==> src/rtl/fm_demod_counter.sv <==
// FM carrier frequency demodulator: counts hysteretic rising mid-level crossings
// over a gate window of enabled samples and maps the count to a distance code.
module fm_demod_counter #(
  parameter int SINE_WIDTH    = 8,
  parameter int WIDTH         = 13,
  parameter int COUNT_WIDTH   = 16,
  parameter int WINDOW_CYCLES = 50000,
  parameter int MID_LEVEL     = 128,
  parameter int HYST          = 16,
  parameter int CNT_MIN       = 9000,
  parameter int CNT_MAX       = 11000,
  parameter int DIST_NUM      = 1,
  parameter int DIST_SHIFT    = 0,
  parameter int MAX_DIST      = 2000
) (
  input  logic                   clk,
  input  logic                   reset,
  input  logic                   enable,
  input  logic [SINE_WIDTH-1:0]  sample,
  output logic [COUNT_WIDTH-1:0] freq_count,
  output logic [WIDTH-1:0]       distance,
  output logic                   dist_valid,
  output logic                   out_of_range,
  output logic                   locked
);

  localparam int SMAX   = (1 << SINE_WIDTH) - 1;
  localparam int HI_RAW = MID_LEVEL + HYST;
  localparam int LO_RAW = MID_LEVEL - HYST;
  localparam int HI_SAT = (HI_RAW > SMAX) ? SMAX : ((HI_RAW < 0) ? 0 : HI_RAW);
  localparam int LO_SAT = (LO_RAW < 0) ? 0 : ((LO_RAW > SMAX) ? SMAX : LO_RAW);

  localparam logic [SINE_WIDTH-1:0] HI_TH = SINE_WIDTH'(HI_SAT);
  localparam logic [SINE_WIDTH-1:0] LO_TH = SINE_WIDTH'(LO_SAT);

  localparam int GATE_W = (WINDOW_CYCLES > 1) ? $clog2(WINDOW_CYCLES) : 1;
  localparam logic [GATE_W-1:0] GATE_LAST = GATE_W'(WINDOW_CYCLES - 1);

  localparam logic [COUNT_WIDTH-1:0] CMIN = COUNT_WIDTH'(CNT_MIN);
  localparam logic [COUNT_WIDTH-1:0] CMAX = COUNT_WIDTH'(CNT_MAX);

  localparam int PW    = COUNT_WIDTH + 16;
  localparam int WMAXI = (1 << WIDTH) - 1;
  localparam int LIM   = (MAX_DIST < WMAXI) ? MAX_DIST : WMAXI;
  localparam logic [15:0]   DNUM  = 16'(DIST_NUM);
  localparam logic [PW-1:0] LIM_P = PW'(LIM);

  typedef enum logic { DET_LOW, DET_HIGH } det_t;
  typedef enum logic { WARMUP, RUN } fsm_t;

  det_t det_q, det_d;
  fsm_t state_q, state_d;

  logic                   crossing;
  logic                   win_close;
  logic                   launch;
  logic [GATE_W-1:0]      gate_q;
  logic [COUNT_WIDTH-1:0] cross_cnt;
  logic [COUNT_WIDTH-1:0] cross_inc;
  logic [COUNT_WIDTH-1:0] cnt_now;

  logic                   cap_valid;
  logic [COUNT_WIDTH-1:0] cap_cnt;
  logic                   s1_valid;
  logic                   s1_oor;
  logic [COUNT_WIDTH-1:0] s1_diff;

  logic [PW-1:0] prod;
  logic [PW-1:0] scaled;
  logic [PW-1:0] clamped;

  // Crossing detector
  always_comb begin
    det_d    = det_q;
    crossing = 1'b0;
    if (enable) begin
      case (det_q)
        DET_LOW: begin
          if (sample >= HI_TH) begin
            det_d    = DET_HIGH;
            crossing = 1'b1;
          end
        end
        DET_HIGH: begin
          if (sample <= LO_TH) begin
            det_d = DET_LOW;
          end
        end
        default: det_d = DET_LOW;
      endcase
    end
  end

  // Count as seen on this cycle, so a crossing on the closing cycle is included
  assign win_close = enable && (gate_q == GATE_LAST);
  assign cross_inc = (cross_cnt == '1) ? cross_cnt : cross_cnt + COUNT_WIDTH'(1);
  assign cnt_now   = crossing ? cross_inc : cross_cnt;

  always_comb begin
    state_d = state_q;
    launch  = 1'b0;
    case (state_q)
      WARMUP: begin
        if (win_close) begin
          state_d = RUN;
        end
      end
      RUN: begin
        if (win_close) begin
          launch = 1'b1;
        end
      end
      default: state_d = WARMUP;
    endcase
  end

  always_ff @(posedge clk) begin
    if (reset) begin
      det_q     <= DET_LOW;
      state_q   <= WARMUP;
      gate_q    <= '0;
      cross_cnt <= '0;
    end else begin
      det_q   <= det_d;
      state_q <= state_d;
      if (enable) begin
        if (win_close) begin
          gate_q    <= '0;
          cross_cnt <= '0;
        end else begin
          gate_q    <= gate_q + GATE_W'(1);
          cross_cnt <= cnt_now;
        end
      end
    end
  end

  // Scale stage: diff * DIST_NUM >> DIST_SHIFT, clamped to the distance ceiling
  always_comb begin
    prod    = PW'(s1_diff) * PW'(DNUM);
    scaled  = prod >> DIST_SHIFT;
    clamped = (scaled > LIM_P) ? LIM_P : scaled;
  end

  always_ff @(posedge clk) begin
    if (reset) begin
      cap_valid    <= 1'b0;
      cap_cnt      <= '0;
      s1_valid     <= 1'b0;
      s1_oor       <= 1'b0;
      s1_diff      <= '0;
      freq_count   <= '0;
      distance     <= '0;
      dist_valid   <= 1'b0;
      out_of_range <= 1'b0;
      locked       <= 1'b0;
    end else begin
      cap_valid <= launch;
      if (launch) begin
        cap_cnt <= cnt_now;
      end

      s1_valid <= cap_valid;
      if (cap_valid) begin
        freq_count <= cap_cnt;
        s1_diff    <= (cap_cnt >= CMIN) ? (cap_cnt - CMIN) : '0;
        s1_oor     <= (cap_cnt < CMIN) || (cap_cnt > CMAX);
      end

      dist_valid <= s1_valid;
      if (s1_valid) begin
        distance     <= WIDTH'(clamped);
        out_of_range <= s1_oor;
        locked       <= 1'b1;
      end
    end
  end

endmodule

==> config.mk <==
export PLATFORM = sky130hd
export DESIGN_NAME = fm_demod_counter
export DESIGN_NICKNAME = d
export VERILOG_FILES = /design/src/rtl/fm_demod_counter.sv
export SDC_FILE = /design/constraint.sdc
export NUM_CORES = 1
export LEC_CHECK = 0
export ABC_AREA = 1
export BUFFER_PORTS_ARGS = -buffer_cell sky130_fd_sc_hd__buf_2
export CAP_MARGIN = 20
export CORE_AREA = 2 2 99 101
export DETAILED_ROUTE_END_ITERATION = 8
export DIE_AREA = 0 0 101 103
export PLACE_DENSITY = 0.73
export SLEW_MARGIN = 20
export SYNTH_ARGS = -nofsm -noshare
export SYNTH_HDL_FRONTEND = slang
export SYNTH_SLANG_ARGS = --single-unit
==> constraint.sdc <==
create_clock -name clk -period 1.5 [get_ports clk]
set_input_delay 0.45 -clock clk [delete_from_list [all_inputs] [get_ports clk]]
set_output_delay 0.45 -clock clk [all_outputs]
set_load 0.01 [all_outputs]
== After elaboration in Yosys (flattened, before gate mapping) ==
Index checks and enable logic that the tools add are counted.
Word-level totals
  register bits: 101
  output and inout port bits: 32
  logic and storage cells: 42
Operators by class
  add/subtract/negate cells: 3
  order comparisons: 6
  bitwise logic cells: 1
  equal/unequal tests: 2
  muxes and demuxes: 14
  reduce and logical (&&, ||, !) cells: 2
Operators with widths (number)
  two-way mux 16 bit: 5
  adder 16 x 1 -> 16 bit, second input constant: 2
  == test 16 bit, second input constant: 2
  greater-or-equal comparator 16 x 14 -> 1 bit, second input constant: 1
  > comparator 16 x 11 -> 1 bit, second input constant: 1
  > comparator 16 x 14 -> 1 bit, second input constant: 1
  < comparator 16 x 14 -> 1 bit, second input constant: 1
  subtractor 16 x 14 -> 16 bit, second input constant: 1
  two-way mux 13 bit: 1
  greater-or-equal comparator 8 bit, second input constant: 1
  <= comparator 8 x 7 -> 1 bit, second input constant: 1
  two-way mux 1 bit: 7
  case mux 1 bit (2 select lines): 1
  logical AND 1 bit: 1
  logical OR 1 bit: 1
  NOT 1 bit: 1

== Longest topological paths before layout ==
Gate-level depths: netlist of the first run.
  depth after elaboration: 6
  gate-level depth with buffers: 11
  mapped depth without buffers: 10

== Least setup slack after synthesis of the first run ==
OpenSTA, ideal clock, no wires.
  kind: reg2reg
  start point: reg gate_q[1]
  end point: reg cap_cnt[11]
  arrival time: 1.464 ns
  stages on the path, launching flop included: 10
  setup time: 0.109 ns
  required time: 1.391 ns
  setup slack: -0.073 ns
  path through: dfxtp_1 ha_1 nand2_1 nor3_4 nand3_2 nor2_4 buf_4 nand3_1 nand2_1 inv_1
On the way
  cells in the longest elaborated chain, start to end: 4
Ends and longest elaborated chain
  from (decl): RTL line 57  | logic [GATE_W-1:0] gate_q;
  from (signal assigned): RTL line 131  | gate_q <= gate_q + GATE_W'(1);
  == test 16 bit: RTL line 95  | assign win_close = enable && (gate_q == GATE_LAST);
  logical AND 1 bit: RTL line 95
  two-way mux 1 bit: RTL line 109  | if (win_close) begin
  two-way mux 1 bit: RTL line 102  | case (state_q)
  to (signal assigned): RTL line 160  | cap_cnt <= cnt_now;
  to (decl): RTL line 63  | logic [COUNT_WIDTH-1:0] cap_cnt;
No other way between the ends.
A chain may end at the register's enable or synchronous reset.

== Final worst setup path of the first run ==
  start point: reg gate_q[4]
  end point: reg cap_cnt[0]
The elaborated chain is that of the path after synthesis.

==> results.toml, run 1 <==
[logic_synthesis]
ys_async_sr_fraction_pct = 0
syn-num-nets = 706
synth_top_area_share_pct = 41.0
seq_area_frac_synth_pct = 41.0
synth_area_leader_cell = "dfxtp_1"
yosysUniqueCellTypes = 44
synth_seq_cells = 101
yosysMostFrequentCell = "nand2_1"
synth_area_leaders = "dfxtp_1 41%, nand2_1 10%, nor2_1 6.4%"
syn_area_um2 = 4930
yosys-top-cells-count = "136 x nand2_1, 101 x dfxtp_1, 84 x nor2_1, 62 x inv_1, 60 x nand3_1"
yosys_warnings = 0
synthCells = 691
synth_edf_count = 0
ys.flop_type = "dfxtp_1"
syn_avg_cell_area_um2 = 7.14

[die]
core-area_um2 = 9460
initial_core_util_pct = 52.1
rows = 36
fp.dieH_um = 103
ioPinCount = 43
dieArea_um2 = 10400
fp.dieW_um = 101

[sta]
setup_violations = 29
worst_slack_ns = -0.0992
maxSlewViolCount = 0
whs_ns = 0.422
relSlewSlack_pct = 72.9
timing.final.crit_share_pct = 107
tightest_slew_ns = 0.407
period_minus_slack_ns = 1.60
max_clock_freq_mhz = 625
hold_viol = 0
rsz0062_at_grt = "true"
fin_skew_ns = 0.0139

[clocking]
cts_buffer_depth = 2
clkTransAtPathRegs_ns = 0.11
numClockSinks = 101
cts_buffers = 9
clock_latency_ns = 0.39
cts_root_buffer = "clkbuf_8"
htree_levels = 3
tritoncts = "done"

[placed_design]
place_inst = 912
hpwlAfterDp_um = 9620
port-buffer-count = 42
place_congestion = 0.935
preCtsSetupSlack_ns = -0.114

[critical_path]
critPathKind = "reg2reg"
path_cells = "or2_4 > nor3_4 > nand3_2 > nor2_4 > buf_12 > nand3_1 > nand2_1 > inv_1"
worst-r2r-cell-count = 8
r2r_start = "gate_q[4]"
cp-start-kind = "register"
r2r_slack_ns = -0.1
worst-path-max-fanout = 25
setup.worst_path.start = "gate_q[4]"
worstPathRequired_ns = 1.79
critPathCapture = "cap_cnt[0]"
endpoint_kind = "register"
timing.rr.end = "cap_cnt[0]"
cpPeakStageDelay_ns = 0.33
critPathArrivalTime_ns = 1.89
crit_path_top_delay_cell = "dfxtp_2"

[worst_hold_path]
hp-class = "in2reg"

[power]
p_leak_nw = 2.75
vdd_drop_max_v = 0.000400
pwr_density_cell_nw_per_um2 = 739

[layout]
final_nets = 831
instances_no_fill = 935
final_core_util_pct = 67.7
syn_to_final_growth_pct = 29.9
n_antenna_cell = 0
drive_gt1_share_pct = 31.9

[grt]
grt_max_degree = 39
grt_antenna_before_repair = 0
gr-usage-all-layers_pct = 25.9
overflow = 0
grt_pass1_wl_um = 21500
first_global_vias = 4730

[detailed_routing]
drt_first_pass_iters = 5
post_drt_wl_per_cell_um = 14.3
route.detailed.drc = 0
drt-initial-drc-count = 254
ant_nets = 0
route.vias.total = 5056
routed_via_density = 5.41
wl_um = 13400

[run_status]
status = "complete, but fails checks"
violations = "setup timing"

[flow_run]
cap_violations = 0
==> kinds of logic (layout without fill, tap and decap cells) <==
| family | count (synthesis) | count (layout) | synth area share [%] |
|---|---|---|---|
| AO/OA/AOI/OAI | 126 | 126 | 13.8 |
| adder cells (fa/ha/maj) | 4 | 4 | 1.02 |
| buffers and inverters | 93 | 223 | 7.94 |
| XOR/XNOR | 10 | 10 | 1.78 |
| flip-flops | 101 | 101 | 41.0 |
| AND/OR/NAND/NOR | 357 | 357 | 34.5 |
==> power breakdown <==
part	total, W	internal [W]	switching, W	leakage, nW
combinational	0.000298	0.000123	0.000175	1.84
clock	0.00169	0.000641	0.00105	0.0903
sequential	0.00274	0.00271	0.0000317	0.824
==> state kept, by name, indices dropped and copies added, names as in the netlist, 13 cells and up <==
register and cells:
cap_cnt 16, cross_cnt 16, freq_count 16, gate_q 16, s1_diff 16, distance 13
==> layout by cell type (no fill, tap or decap), types with 11 or more instances in the layout <==
master,synthesis,layout
nand2_1,136,123
buf_4,1,91
dfxtp_1,101,83
nor2_1,84,75
inv_1,62,56
nand3_1,60,55
a21oi_1,58,54
buf_2,5,43
o21ai_0,44,40
nand4_1,20,20
dfxtp_2,0,16
nand2_2,2,14
nor3_2,3,11
nor3_1,23,11
==> layer usage <==
layer  wire length (um)  track usage, %  up-vias
li1                   -               -     2550
met1               5790            31.0     2348
met2               6800            46.7      127
met3                467            3.59       31
met4                285            10.8        0
met5                  0               0        -
==> stage by stage <==
stage / cell area (um2) / TNS, ns / total power, W
after CTS: 6140 / -0.615 / 0.00474
after global placement: 5900 / -0.727 / 0.00305
after detailed placement: 5900 / -1.59 / 0.00306
after floorplan: 4960 / -0.202 / 0.00296
after global routing: 6400 / -4.75 / 0.00491
final: 6400 / -1.26 / 0.00473
==> layout make-up <==
class | instances | area, um2
fillers | 821 | 3050
inverters | 67 | 259
clock buffers | 9 | 124
clock inverters | 7 | 63.8
multi-input cells | 497 | 2770
flip-flops and latches | 101 | 2050
repair buffers | 140 | 992
well taps | 114 | 143
==> worst min-delay path by stage <==
stage	start	endpoint	slack [ns]	cells past startpoint
2_1_floorplan	s1_diff[14]	s1_diff[14]	0.45	2
3_3_place_gp	distance[12]	distance[12]	0.43	2
3_5_place_dp	distance[11]	distance[11]	0.43	2
4_1_cts	reset	s1_valid	0.40	2
5_1_grt	reset	s1_valid	0.42	2
6_report	reset	distance[8]	0.42	4
==> repair_timing <==
item / 4_1_cts / 5_1_grt
gates cloned: 1 / 1
gates resized for setup: 14 / 75
setup endpoints to repair: 42 / 63
hold buffers: 0 / 0
pin swaps: 2 / 30
setup buffers: 1 / 4
==> critical path, delay by kind of cell (launching register included) <==
kind	cells	cell delay, ns
DFF	1	0.33
buffers and inverters	2	0.20
and+or+nand+nor	6	0.97
(Power assumes the default switching activity.)
==> run 2: changes to the inputs <==
- CTS_CLUSTER_DIAMETER: not set -> 150
- PLACE_DENSITY: 0.73 -> 0.83
==> run 2 against run 1 <==
The flow still finishes with violations (setup timing). Clock power is 5% lower. Sequential share of layout area shrank 0.49 points. Clock-buffer cell count grew 1. Critical path type unchanged.
==> results.toml, run 2 (same netlist as run 1, synthesis figures left out) <==
[power]
p_sw_w = 0.00119
vdd_drop_max_v = 0.000602
power_frac_comb_pct = 6.7
pwr-share-seq_pct = 58.9
swShare_pct = 25.7
power.total_w = 0.00464
p_clk_share_pct = 34.5
pwr_density_cell_nw_per_um2 = 714
intPower_w = 0.00345
p_leak_nw = 2.80

[die]
fp.dieW_um = 101
dieArea_um2 = 10400
rows = 36
fp.dieH_um = 103
initial_core_util_pct = 52.1
ioPinCount = 43
core-area_um2 = 9460

[critical_path]
critPathArrivalTime_ns = 1.85
cp_num_buf_inv = 3
worst-path-max-fanout = 3
cp-start-kind = "register"
crit_path_top_delay_cell = "dfxtp_2"
critPathKind = "reg2reg"
path_cells = "or2_4 > nor3_4 > nand3_2 > buf_4 > buf_6 > buf_4 > nand3_2 > a21oi_2"
cp_top_family = "simple AND/OR/NAND/NOR gates"
endpoint_kind = "register"
worstPathRequired_ns = 1.74
cpPeakStageDelay_ns = 0.33

[worst_hold_path]
hp-class = "reg2reg"

[grt]
grt_pass1_wl_um = 23200
grt_max_degree = 37
overflow = 0
grt_antenna_before_repair = 0
first_global_vias = 5046
gr-usage-all-layers_pct = 27.4

[detailed_routing]
route.vias.total = 5291
route.detailed.drc = 0
wl_um = 14300
routed_via_density = 5.59
drt_first_pass_iters = 5
drt-initial-drc-count = 331
post_drt_wl_per_cell_um = 15.1
ant_nets = 0

[sta]
timing.final.crit_share_pct = 108
maxSlewViolCount = 0
hold_viol = 0
rsz0062_at_grt = "true"
tightest_slew_ns = 0.377
whs_ns = 0.443
setup_tns_ns = -3.01
period_minus_slack_ns = 1.62
max_clock_freq_mhz = 618
worst_slack_ns = -0.118
relSlewSlack_pct = 74.7
fin_skew_ns = 0.00830
setup_violations = 42

[clocking]
clkTransAtPathRegs_ns = 0.10
numClockSinks = 101
cts_buffer_depth = 2
tritoncts = "done"
cts_root_buffer = "clkbuf_8"
hold_buffers = 0
clock_latency_ns = 0.36
cts_buffers = 9
htree_levels = 3

[placed_design]
place_congestion = 0.934
hpwlAfterDp_um = 9700
port-buffer-count = 42
place_area_um2 = 5870

[run_status]
status = "complete, but fails checks"
violations = "setup timing"

[layout]
final_core_util_pct = 68.8
fin_area_um2 = 6510
syn_to_final_growth_pct = 32.0
most-common-layout-cells = "123 x nand2_1, 100 x buf_4, 84 x dfxtp_1"
n_antenna_cell = 0
final_common_cell = "nand2_1"
final_nets = 843
drive_gt1_share_pct = 31.9

[flow_run]
cap_violations = 0
-- run 2: worst paths after layout --
check	start	end	slack, ns	cells past startpoint
max	gate_q[5]	gate_q[1]	-0.12	8
min	distance[11]	distance[11]	0.44	2
min reg2reg	distance[11]	distance[11]	0.44	2
max reg2reg	gate_q[5]	gate_q[1]	-0.12	8
-- run 2: repair_timing --
action / CTS / global route
gates resized for setup: 37 / 66
gates cloned: 3 / 0
pin swaps: 16 / 22
buffers inserted: 8 / 10
endpoints found under the setup margin: 38 / 69
-- run 2: final cells by class --
type | count | area [um2]
sequential | 101 | 2050
clock inverter | 6 | 47.5
tap | 114 | 143
inverter | 67 | 262
clock buffer | 10 | 128
multi-input combinational | 497 | 2750
timing repair buffer | 152 | 1120
fill | 751 | 2950
-- run 2: stage by stage --
step | worst slack, ns | std cells
after floorplan | -0.0684 | 691
final | -0.118 | 947
after global routing | -0.170 | 947
after CTS | -0.0733 | 938
after detailed placement | -0.157 | 912
after global placement | -0.0637 | 912
-- run 2: power by group through the flow --
stage          Combinational [W]  Clock, W  Sequential, W
2_1_floorplan           0.000165         0        0.00280
3_3_place_gp            0.000264         0        0.00279
3_5_place_dp            0.000277         0        0.00280
4_1_cts                 0.000295   0.00163        0.00274
5_1_grt                 0.000339   0.00173        0.00274
6_report                0.000310   0.00160        0.00273
-- run 2: per-layer routing --
metal / up-vias / track usage, % / share of wire (%)
li1: 2574 / - / -
met1: 2474 / 33.9 / 41
met2: 204 / 49.8 / 51
met3: 39 / 3.93 / 5.4
met4: 0 / 8.00 / 2.1
met5: - / 0 / 0
-- run 2: worst min-delay path: cells and delay by family, from the launching register on --
kind	cells	cell delay [ns]
DFF	1	0.32
and+or+nand+nor	2	0.09
==> run 3: changes to the inputs <==
- CORE_AREA: 2 2 99 101 -> 2 2 103 105
- CTS_CLUSTER_SIZE: not set -> 14
- DIE_AREA: 0 0 101 103 -> 0 0 105 107
- PLACE_DENSITY: 0.83 -> 0.78
==> run 3 against run 2 <==
Cell count up 2.7%. The run still ends with setup timing left. Highest routed layer unchanged. Critical path type unchanged. Combinational power up 18%. Clock power about the same. Setup slack better by 0.0011 ns. Core utilization down 1.2 points.
==> results.toml, run 3 (same netlist as run 1, synthesis figures left out) <==
[run_status]
status = "complete, but fails checks"
violations = "setup timing"

[layout]
drive_gt1_share_pct = 38.5
n_antenna_cell = 0
most-common-layout-cells = "112 x nand2_1, 96 x buf_4, 73 x dfxtp_1"
final_core_util_pct = 67.6
syn_to_final_growth_pct = 38.4
final_common_cell = "nand2_1"
final_nets = 848
fillers = 813

[detailed_routing]
routed_via_density = 5.51
route.vias.total = 5366
route.detailed.drc = 0
wl_um = 15300
post_drt_wl_per_cell_um = 15.8
drt-initial-drc-count = 352
drt_first_pass_iters = 5
ant_nets = 0

[clocking]
cts_buffers = 9
clkTransAtPathRegs_ns = 0.10
tritoncts = "done"
cts_buffer_depth = 2
htree_levels = 3
numClockSinks = 101
cts_root_buffer = "clkbuf_8"
clock_latency_ns = 0.37

[worst_hold_path]
holdPathEnd = "s1_valid"
min_from = "reset"
holdPathStages = 2
hp-class = "in2reg"

[die]
core-area_um2 = 10100
ioPinCount = 43
rows = 37
fp.dieH_um = 107
dieArea_um2 = 11200
fp.dieW_um = 105
initial_core_util_pct = 48.9

[critical_path]
cp-start-kind = "register"
critPathArrivalTime_ns = 1.91
timing.rr.end = "cross_cnt[3]"
setup.worst_path.start = "cross_cnt[11]"
worstPathRequired_ns = 1.79
r2r_start = "cross_cnt[11]"
endpoint_kind = "register"
worst-r2r-cell-count = 7
critPathKind = "reg2reg"
r2r_slack_ns = -0.12
worst-path-max-fanout = 8

[sta]
max_clock_freq_mhz = 618
period_minus_slack_ns = 1.62
whs_ns = 0.441
setup_violations = 34
fin_skew_ns = 0.00973
maxSlewViolCount = 0
timing.final.crit_share_pct = 108
relSlewSlack_pct = 72.3
rsz0062_at_grt = "true"
tightest_slew_ns = 0.414
hold_viol = 0
worst_slack_ns = -0.117

[power]
power.total_w = 0.00472
p_leak_nw = 2.95
vdd_drop_max_v = 0.000387
pwr_density_cell_nw_per_um2 = 691

[grt]
grt_antenna_before_repair = 0
overflow = 0
grt_pass1_wl_um = 23100
first_global_vias = 4983
grt_max_degree = 39
gr-usage-all-layers_pct = 25.5

[placed_design]
port-buffer-count = 42
place_congestion = 0.902
hpwlAfterDp_um = 10200

[flow_run]
cap_violations = 0
run 3: cell types whose count changed in the layout (fill, tap and decap cells not counted), moves of 8 or more:
| cell | change |
|---|---|
| nand3_1 | -14 |
| dfxtp_1 | -11 |
| nand2_1 | -11 |
| nand2_2 | +11 |
| nand3_2 | +11 |
| o21ai_0 | +11 |
| o21ai_1 | -11 |
| buf_6 | +9 |
| dfxtp_2 | +8 |
| nor3_1 | -8 |
run 3: critical path, cell delays in order, from the launching register on:
cell     delay (ns)
dfxtp_1        0.42
inv_1          0.12
nor3_4         0.25
buf_6          0.16
nand3_4        0.16
nand3_2        0.13
nand2_1        0.11
nor3_4         0.18
run 3: worst max path at each step:
stage | slack [ns] | to | cells after the start
floorplan | -0.07 | cap_cnt[1] | 10
CTS | -0.04 | cap_cnt[10] | 7
global placement | -0.05 | cap_cnt[1] | 11
finish | -0.12 | cross_cnt[3] | 7
detailed placement | -0.15 | cross_cnt[15] | 10
global route | -0.18 | cap_cnt[1] | 11
run 3: what timing repair did:
action,CTS,global route
endpoints found under the setup margin,43,59
setup buffers,5,13
hold endpoints to repair,0,0
hold buffers,0,0
cloned,1,0
resized for setup,25,142
pin swaps,8,50
run 3: layout make-up:
type | count | area, um2 | share of cell area (%)
Clock buffer | 9 | 124 | 1.82
Clock inverter | 6 | 46.3 | 0.679
Inverter | 67 | 269 | 3.94
Multi-Input combinational cell | 497 | 2970 | 43.5
Sequential cell | 101 | 2070 | 30.4
Tap cell | 136 | 170 | 2.49
Timing Repair Buffer | 157 | 1170 | 17.2
run 3: routing by layer:
| layer | vias up | part of all wire (%) | global-route usage (%) | routed length, um |
|---|---|---|---|---|
| met5 | - | 0 | 0 | 0 |
| met4 | 0 | 3.4 | 10.4 | 514 |
| met3 | 57 | 6.0 | 3.22 | 923 |
| met2 | 236 | 50 | 45.7 | 7680 |
| met1 | 2480 | 41 | 31.0 | 6210 |
| li1 | 2593 | - | - | - |
run 3: power by group:
group / leakage (nW) / internal, W / switching [W]
Combinational: 2.04 / 0.000152 / 0.000215
Clock: 0.0821 / 0.000607 / 0.00101
Sequential: 0.830 / 0.00270 / 0.0000339
Total: 2.95 / 0.00346 / 0.00125
run 3: metrics by stage:
| stage | std cells | TNS [ns] | cell area [um2] | worst slack [ns] |
|---|---|---|---|---|
| after floorplan | 691 | -0.202 | 4960 | -0.0684 |
| after global placement | 941 | -0.802 | 5980 | -0.0544 |
| after detailed placement | 941 | -2.12 | 5980 | -0.152 |
| after CTS | 962 | -0.275 | 6260 | -0.0403 |
| after global routing | 973 | -5.18 | 6820 | -0.181 |
| final | 973 | -1.69 | 6820 | -0.117 |
